**config.mk**
```make
export PLATFORM = sky130hd
export DESIGN_NAME = snake_game_fsm
export DESIGN_NICKNAME = d
export VERILOG_FILES = /design/src/rtl/snake_game_fsm.sv
export SDC_FILE = /design/constraint.sdc
export NUM_CORES = 1
export LEC_CHECK = 0
export CAP_MARGIN = 20
export CORE_MARGIN = 2
export CORE_UTILIZATION = 35
export DETAILED_ROUTE_END_ITERATION = 10
export PLACE_DENSITY = 0.57
export SLEW_MARGIN = 40
export SYNTH_ARGS = -nofsm -noshare
export SYNTH_HDL_FRONTEND = slang
export SYNTH_SLANG_ARGS = --single-unit
```
**constraint.sdc**
```tcl
create_clock -name clk -period 3.28 [get_ports clk]
set_clock_uncertainty 0.15 [all_clocks]
set_input_delay 0.656 -clock clk [delete_from_list [all_inputs] [get_ports clk]]
set_output_delay 0.656 -clock clk [all_outputs]
set_load 0.02 [all_outputs]
```
**src/rtl/snake_game_fsm.sv**
```systemverilog
// Game-state controller for the snake game. It sequences start, play, pause, death flash,
// restart and game-over, and tracks the remaining lives.
module snake_game_fsm #(
  parameter int RESTART_CYCLES = 6,
  parameter int FLASH_HALF     = 25_000_000,
  parameter int FLASH_TOGGLES  = 6,
  parameter int DIE_HOLD       = 200_000_000,
  parameter int LIVES          = 3,
  parameter int CNT_W          = 32
) (
  input  logic       clk,
  input  logic       reset,
  input  logic       key1_press,
  input  logic       key2_press,
  input  logic       key3_press,
  input  logic       key4_press,
  input  logic       key_pause,
  input  logic       hit_wall,
  input  logic       hit_body,
  output logic [2:0] game_status,
  output logic       die_flash,
  output logic       restart,
  output logic       respawn,
  output logic [3:0] lives_left,
  output logic       game_over
);

  typedef enum logic [2:0] {
    ST_RESTART = 3'd0,
    ST_START   = 3'd1,
    ST_PLAY    = 3'd2,
    ST_DIE     = 3'd3,
    ST_PAUSE   = 3'd4,
    ST_OVER    = 3'd5
  } state_t;

  localparam logic [CNT_W-1:0] DIE_LAST     = CNT_W'(DIE_HOLD - 1);
  localparam logic [CNT_W-1:0] RESTART_LAST = CNT_W'(RESTART_CYCLES - 1);
  localparam logic [3:0]       LIVES_INIT   = 4'(LIVES);

  state_t           state, state_nxt;
  logic [CNT_W-1:0] cnt, cnt_nxt;
  logic             flash_nxt, restart_nxt, respawn_nxt, game_over_nxt;
  logic [3:0]       lives_nxt;
  logic             any_key;
  logic             flash_hit;

  assign any_key     = key1_press | key2_press | key3_press | key4_press;
  assign game_status = state;

  always_ff @(posedge clk or negedge reset) begin
    if (!reset) begin
      state      <= ST_START;
      cnt        <= '0;
      die_flash  <= 1'b1;
      restart    <= 1'b0;
      respawn    <= 1'b0;
      lives_left <= LIVES_INIT;
      game_over  <= 1'b0;
    end else begin
      state      <= state_nxt;
      cnt        <= cnt_nxt;
      die_flash  <= flash_nxt;
      restart    <= restart_nxt;
      respawn    <= respawn_nxt;
      lives_left <= lives_nxt;
      game_over  <= game_over_nxt;
    end
  end

  // Flash toggles land on exact multiples of FLASH_HALF; a few constant compares avoid a divider.
  always_comb begin
    flash_hit = 1'b0;
    for (int k = 1; k <= FLASH_TOGGLES; k++) begin
      if (cnt == CNT_W'(k * FLASH_HALF)) flash_hit = 1'b1;
    end
  end

  always_comb begin
    state_nxt     = state;
    cnt_nxt       = cnt;
    flash_nxt     = die_flash;
    restart_nxt   = restart;
    respawn_nxt   = respawn;
    lives_nxt     = lives_left;
    game_over_nxt = game_over;

    case (state)
      ST_START: begin
        if (any_key) state_nxt = ST_PLAY;
      end
      ST_PLAY: begin
        if (hit_wall | hit_body) begin
          state_nxt = ST_DIE;
          cnt_nxt   = '0;
          lives_nxt = (lives_left == 4'd0) ? 4'd0 : lives_left - 4'd1;
        end else if (key_pause) begin
          state_nxt = ST_PAUSE;
        end
      end
      ST_PAUSE: begin
        if (key_pause) state_nxt = ST_PLAY;
      end
      ST_DIE: begin
        if (cnt == DIE_LAST) begin
          cnt_nxt   = '0;
          flash_nxt = 1'b1;
          if (lives_left != 4'd0) begin
            state_nxt   = ST_RESTART;
            restart_nxt = 1'b1;
            respawn_nxt = 1'b1;
          end else begin
            state_nxt     = ST_OVER;
            game_over_nxt = 1'b1;
          end
        end else begin
          cnt_nxt = cnt + CNT_W'(1);
          if (flash_hit) flash_nxt = ~die_flash;
        end
      end
      ST_RESTART: begin
        if (cnt == RESTART_LAST) begin
          state_nxt   = ST_START;
          restart_nxt = 1'b0;
          respawn_nxt = 1'b0;
          cnt_nxt     = '0;
        end else begin
          cnt_nxt = cnt + CNT_W'(1);
        end
      end
      ST_OVER: begin
        if (any_key | key_pause) begin
          state_nxt     = ST_RESTART;
          cnt_nxt       = '0;
          restart_nxt   = 1'b1;
          respawn_nxt   = 1'b0;
          lives_nxt     = LIVES_INIT;
          game_over_nxt = 1'b0;
        end
      end
      default: begin
        // Unused encodings recover to the reset picture.
        state_nxt     = ST_START;
        cnt_nxt       = '0;
        flash_nxt     = 1'b1;
        restart_nxt   = 1'b0;
        respawn_nxt   = 1'b0;
        lives_nxt     = LIVES_INIT;
        game_over_nxt = 1'b0;
      end
    endcase
  end

endmodule

```
==> impl_metrics.json, run 1 <==
{
  "globalplace.congestion": 0.881,
  "synth_warnings": 0,
  "path_clk_slew_ns": 0.09,
  "htree_levels": 2,
  "synthAdderAreaFrac_pct": 1.18,
  "syn_area_sq_um": 3170,
  "fin_cells": 510,
  "required_ns": 3.33,
  "area_growth_pct": 9.51,
  "ys_types": 63,
  "cp.arrival_ns": 2.75,
  "fin_tns_setup_ns": 0,
  "p_leak_uw": 0.00151,
  "drt_iter0_markers": 234,
  "avgSynthCellArea_sq_um": 7.95,
  "synth-compound-area-share_pct": 17.8,
  "async_flop_share_pct": 100,
  "final_common_cell": "nand2_1",
  "critPathTopFamily": "simple AND/OR/NAND/NOR gates",
  "initial_utilization_pct": 36.2,
  "outcome": "finished, final reports clean",
  "critPathLaunchType": "register",
  "max_cap_viol_count": 0,
  "fin_nets": 413,
  "cts.sink_count": 43,
  "drt_wl_total_mm": 7.91,
  "tightest_slew_ns": 0.613,
  "rsz0062_at_grt": "no",
  "slowest_delay_ns": 0.43,
  "viasPerCell": 5.68,
  "synthMuxAreaShare_pct": 1.03,
  "path_cells": "ha_1 > and4_1 > nand2_1 > nor4_4 > nor2_4 > nor3_2 > mux2_1",
  "seq_area_frac_synth_pct": 34.1,
  "grt_pass1_vias": 2861,
  "grt_use_total_pct": 17.3,
  "drcViolationCount": 0,
  "grt_pass1_wl_mm": 14.0,
  "design.core.area_sq_um": 8760,
  "synth_seq_cells": 43,
  "synth_top_family_by_area": "simple AND/OR/NAND/NOR gates",
  "cts_buffers": 5,
  "critPathBufInv": 0,
  "cts-root-buf": "clkbuf_8",
  "post_cts_buffers": 0,
  "critical_path_class": "reg -> reg",
  "die_w_microns": 99.2,
  "drive_above_1_share_pct": 8.71,
  "synth_ff_type": "dfrtp_1",
  "path_max_fanout": 18,
  "peakVddDrop_v": 0.000351,
  "crit_path_top_delay_cell": "nor4_4",
  "hold_class": "in -> async",
  "die_h_microns": 99.2,
  "endpoint_kind": "register",
  "slew_headroom_pct": 58.8,
  "fmax_mhz": 370,
  "synth_cells": 399,
  "post_cts_resized": 0,
  "synth_xor_area_share_pct": 0.552,
  "fin_crit_sh_pct": 82.4,
  "row_count": 34,
  "cts_buffer_depth": 2,
  "final_cell_mix": "73 x nand2_1, 39 x dfrtp_1, 29 x nor2_1",
  "synth_edf_count": 0,
  "die_area_sq_um": 9840,
  "grt_max_degree": 44,
  "dp_hpwl_mm": 5.61,
  "yosys.area_share.simple_pct": 36.9,
  "slew_viol_final": 0,
  "n_antenna_cell": 0,
  "grt-ovfl-total": 0,
  "drtPass1Iterations": 4,
  "portBuffers": 19,
  "cts_tree": "yes",
  "final.min_clock_period_ns": 2.70,
  "io_pins": 20,
  "placedCellCount": 502,
  "cts_hold_buf": 0,
  "vias": 2895,
  "ant_nets": 0,
  "antenna_found_initial": 0,
  "clk_latency_ns": 0.31,
  "setup_viol": 0,
  "wire_per_inst_microns": 15.5,
  "powerDensity_nw_per_um2": 659,
  "synth_nets": 411,
  "hold_viol": 0
}
metrics by stage:
stage          worst slack (ns)  util [%]  power (uW)  cell area, sq um  hold slack, ns
2_1_floorplan              1.00         -        1520              3170           0.210
3_3_place_gp              0.444      38.1        1840              3340           0.355
3_5_place_dp              0.437      38.2        1850              3350           0.373
4_1_cts                   0.427      39.6        2300              3470           0.219
5_1_grt                   0.405      39.6        2480              3470           0.235
6_report                  0.577      39.6        2290              3470           0.182
path summary, 6_finish.rpt:
path / from / to / slack, ns / cells past startpoint
max: cnt[0]$_DFFE_PN0P_ / game_status[1]$_DFFE_PN0P_ / 0.58 / 7
min: reset / cnt[31]$_DFFE_PN0P_ / 0.18 / 1
max reg2reg: cnt[0]$_DFFE_PN0P_ / game_status[1]$_DFFE_PN0P_ / 0.58 / 7
min reg2reg: lives_left[0]$_DFFE_PN1P_ / lives_left[0]$_DFFE_PN1P_ / 0.38 / 2
max in group asynchronous: reset / cnt[25]$_DFFE_PN0P_ / 2.40 / 1
min in group clk: lives_left[0]$_DFFE_PN1P_ / lives_left[0]$_DFFE_PN1P_ / 0.38 / 2
routing by layer:
| layer | share of wire (%) | vias to the layer above | GRT usage (%) |
|---|---|---|---|
| met2 | 46 | 48 | 28.5 |
| li1 | - | 1460 | - |
| met4 | 0.91 | 0 | 4.43 |
| met1 | 49 | 1379 | 23.8 |
| met3 | 3.5 | 8 | 2.67 |
| met5 | 0 | - | 0 |
cell families (layout without fill, tap and decap cells):
| kind of cell | Yosys count | count (layout) |
|---|---|---|
| simple gates | 220 | 220 |
| compound gates | 85 | 85 |
| flops | 43 | 43 |
| buf+inv | 43 | 46 |
| fa+ha+maj | 3 | 3 |
| mux | 3 | 3 |
| xor+xnor | 2 | 2 |
final cells by class:
type                    instances  area, sq um
fillers                       909         5290
multi-input cells             313         1840
flip-flops and latches         43         1080
repair buffers                 27          260
well taps                     108          135
clock buffers                   6         82.6
inverters                      11         41.3
clock inverters                 2         35.0
cells in the mapped netlist, types with 4 or more instances:
| cell type | instances | area (sq um) |
|---|---|---|
| nand2_1 | 73 | 274 |
| dfrtp_1 | 39 | 976 |
| nor2_1 | 29 | 109 |
| o21ai_0 | 22 | 110 |
| nor3_1 | 21 | 105 |
| o22ai_1 | 19 | 119 |
| nand3_1 | 18 | 90.1 |
| nand4_1 | 14 | 87.6 |
| and3_1 | 12 | 75.1 |
| buf_2 | 12 | 60.1 |
| and2_1 | 11 | 68.8 |
| inv_1 | 11 | 41.3 |
| o211ai_1 | 10 | 75.1 |
| clkbuf_1 | 8 | 30.0 |
| nor4_1 | 7 | 43.8 |
| a21oi_1 | 6 | 30.0 |
| buf_6 | 6 | 67.6 |
| nor2b_1 | 6 | 37.5 |
| o21a_1 | 6 | 45.0 |
| dfstp_2 | 4 | 105 |
| o221ai_1 | 4 | 35.0 |
where the power goes:
part           total, uW  leakage (uW)  internal [uW]  switching [uW]
clock network        450     0.0000612            247             203
logic               1130      0.000879            412             717
registers            708      0.000572            618            90.8
total               2290       0.00151           1280            1010
sequential cells by signal (all words and copies together), names as in the netlist:
register and flops:
lives_left 4, game_status 3, respawn 1, restart 1
cnt 32, game_over 1, die_flash 1
worst reg2reg max path: cells and delay by family, from the launching register on:
| kind | cells | cell delay [ns] |
|---|---|---|
| AND/OR/NAND/NOR | 5 | 1.45 |
| adder cells (fa/ha/maj) | 1 | 0.23 |
| multiplexers | 1 | 0.35 |
| flip-flops | 1 | 0.40 |
(Power assumes the default switching activity.)
==> run 2, diff against run 1 <==
--- a/config.mk
+++ b/config.mk
@@ -9,7 +9,7 @@
 export CORE_MARGIN = 2
 export CORE_UTILIZATION = 35
 export DETAILED_ROUTE_END_ITERATION = 10
-export PLACE_DENSITY = 0.57
+export PLACE_DENSITY = 0.59
 export SLEW_MARGIN = 40
 export SYNTH_ARGS = -nofsm -noshare
 export SYNTH_HDL_FRONTEND = slang
==> constraint.sdc (replaced) <==
create_clock -name clk -period 2.45 [get_ports clk]
set_clock_uncertainty 0.15 [all_clocks]
set_input_delay 0.49 -clock clk [delete_from_list [all_inputs] [get_ports clk]]
set_output_delay 0.49 -clock clk [all_outputs]
set_load 0.02 [all_outputs]
==> run 2 against run 1 <==
  * Die area unchanged
  * First-iteration DRC count decreased by 36%
  * Sequential share of layout area decreased by 2.9 points
  * Via count increased by 8.0%
  * Utilization increased by 4.1 points
  * Maximum frequency increased by 14%
  * Hold slack got worse by 0.14 ns
==> impl_metrics.json, run 2 (synthesis gave the netlist of run 1 again) <==
{
  "largest-register": "cnt",
  "path_max_fanout": 3,
  "die_area_sq_um": 9840,
  "critical_path_class": "reg -> reg",
  "required_ns": 2.49,
  "critPathTopFamily": "simple AND/OR/NAND/NOR gates",
  "portBuffers": 19,
  "setup_viol": 0,
  "vias": 3126,
  "tightest_slew_ns": 0.663,
  "worst-r2r-setup-slack_ns": 0.08,
  "design.core.area_sq_um": 8760,
  "fin_tns_setup_ns": 0,
  "area_growth_pct": 20.7,
  "viasPerCell": 5.65,
  "path_depth": 7,
  "stdcell_area_sq_um": 3830,
  "cts.sink_count": 43,
  "clk_latency_ns": 0.30,
  "reg2reg_depth": 7,
  "max_cap_viol_count": 0,
  "path_cells": "nor4_4 > buf_4 > nand4_1 > nor4_4 > nor2_2 > nor3_4 > mux2_1",
  "cts_hold_buf": 0,
  "pre_cts_ws_ns": -0.179,
  "peakVddDrop_v": 0.000539,
  "drive_above_1_share_pct": 18.4,
  "path_clk_slew_ns": 0.09,
  "post_cts_buffers": 0,
  "cp.arrival_ns": 2.41,
  "place_area_sq_um": 3690,
  "path_common_cell": "nor4_4",
  "fmax_mhz": 422,
  "wl_met1_mm": 4.01,
  "critPathBufInv": 1,
  "cts_tree": "yes",
  "cts_buffers": 5,
  "fin_nets": 456,
  "htree_levels": 2,
  "grt_use_total_pct": 17.7,
  "routed-wl-met3_microns": 317,
  "hold_viol": 0,
  "final.min_clock_period_ns": 2.37,
  "rsz0062_at_grt": "yes",
  "cts_buffer_depth": 2,
  "cts-root-buf": "clkbuf_8",
  "wire_per_inst_microns": 15.2,
  "antenna_found_initial": 0,
  "crit_path_top_delay_cell": "dfrtp_1",
  "hold_class": "in -> async",
  "ant_nets": 0,
  "final_util_pct": 43.7,
  "row_count": 34,
  "drt_wl_total_mm": 8.40,
  "initial_utilization_pct": 36.2,
  "outcome": "finished, final reports clean",
  "timing.hold.ws_ns": 0.0371,
  "die_h_microns": 99.2,
  "die_w_microns": 99.2,
  "endpoint_kind": "register",
  "p_leak_uw": 0.00171,
  "drcViolationCount": 0,
  "post_cts_resized": 0,
  "n_antenna_cell": 0,
  "rr_startpoint": "cnt[12]$_DFFE_PN0P_",
  "highest_layer": "met4",
  "final_cell_mix": "72 x nand2_1, 45 x buf_4, 39 x dfrtp_1",
  "crit_start": "cnt[12]$_DFFE_PN0P_",
  "grt-ovfl-total": 0,
  "cp-endpoint": "game_status[1]$_DFFE_PN0P_",
  "route.met2.wl_mm": 3.92,
  "grt_pass1_vias": 2900,
  "globalplace.congestion": 0.894,
  "drtPass1Iterations": 5,
  "fin_ws_ns": 0.0785,
  "dp_hpwl_mm": 6.18,
  "slew_headroom_pct": 55.4,
  "largest_reg_flops": 32,
  "slew_viol_final": 0,
  "critPathLaunchType": "register",
  "io_pins": 20,
  "drt_iter0_markers": 149,
  "powerDensity_nw_per_um2": 845,
  "grt_max_degree": 33,
  "slowest_delay_ns": 0.41,
  "fin_crit_sh_pct": 96.8,
  "grt_pass1_wl_mm": 14.3,
  "final_common_cell": "nand2_1",
  "r2r_end": "game_status[1]$_DFFE_PN0P_"
}
## run 2: how the worst min path moves through the flow
stage | to | slack [ns] | cells after the start
after floorplan | cnt[0]$_DFFE_PN0P_ | 0.04 | 0
after global placement | lives_left[0]$_DFFE_PN1P_ | 0.35 | 2
after detailed placement | game_over$_DFFE_PN0P_ | 0.37 | 2
after CTS | cnt[31]$_DFFE_PN0P_ | 0.06 | 1
after global routing | cnt[31]$_DFFE_PN0P_ | 0.09 | 1
final | cnt[21]$_DFFE_PN0P_ | 0.04 | 1
## run 2: area by class of cell
| class | instances | area, sq um |
|---|---|---|
| inverters | 11 | 41.3 |
| well taps | 108 | 135 |
| fillers | 882 | 4940 |
| clock buffers | 7 | 76.3 |
| clock inverters | 1 | 5.00 |
| multi-input cells | 313 | 1880 |
| repair buffers | 70 | 611 |
| flip-flops and latches | 43 | 1080 |
## run 2: worst register-to-register path, stage by stage, from the launching register on
cell	delay, ns
dfrtp_1	0.41
nor4_4	0.37
buf_4	0.18
nand4_1	0.14
nor4_4	0.33
nor2_2	0.13
nor3_4	0.23
mux2_1	0.34
## run 2: where the power goes
group	switching (uW)	total, uW	leakage (uW)	internal [uW]
sequential	108	935	0.000572	827
clock	264	465	0.0000422	201
combinational	1060	1830	0.00109	775
total	1430	3230	0.00171	1800
## run 2: per-layer routing
layer | up-vias | global-route usage [%]
met5 | - | 0
met4 | 0 | 4.64
met3 | 14 | 2.67
met2 | 64 | 28.6
met1 | 1504 | 25.0
li1 | 1544 | -
## run 2: through the flow
step | power [uW] | instances
2_1_floorplan | 2040 | 399
3_3_place_gp | 2690 | 544
3_5_place_dp | 2700 | 544
4_1_cts | 3170 | 552
5_1_grt | 3490 | 553
6_report | 3230 | 553
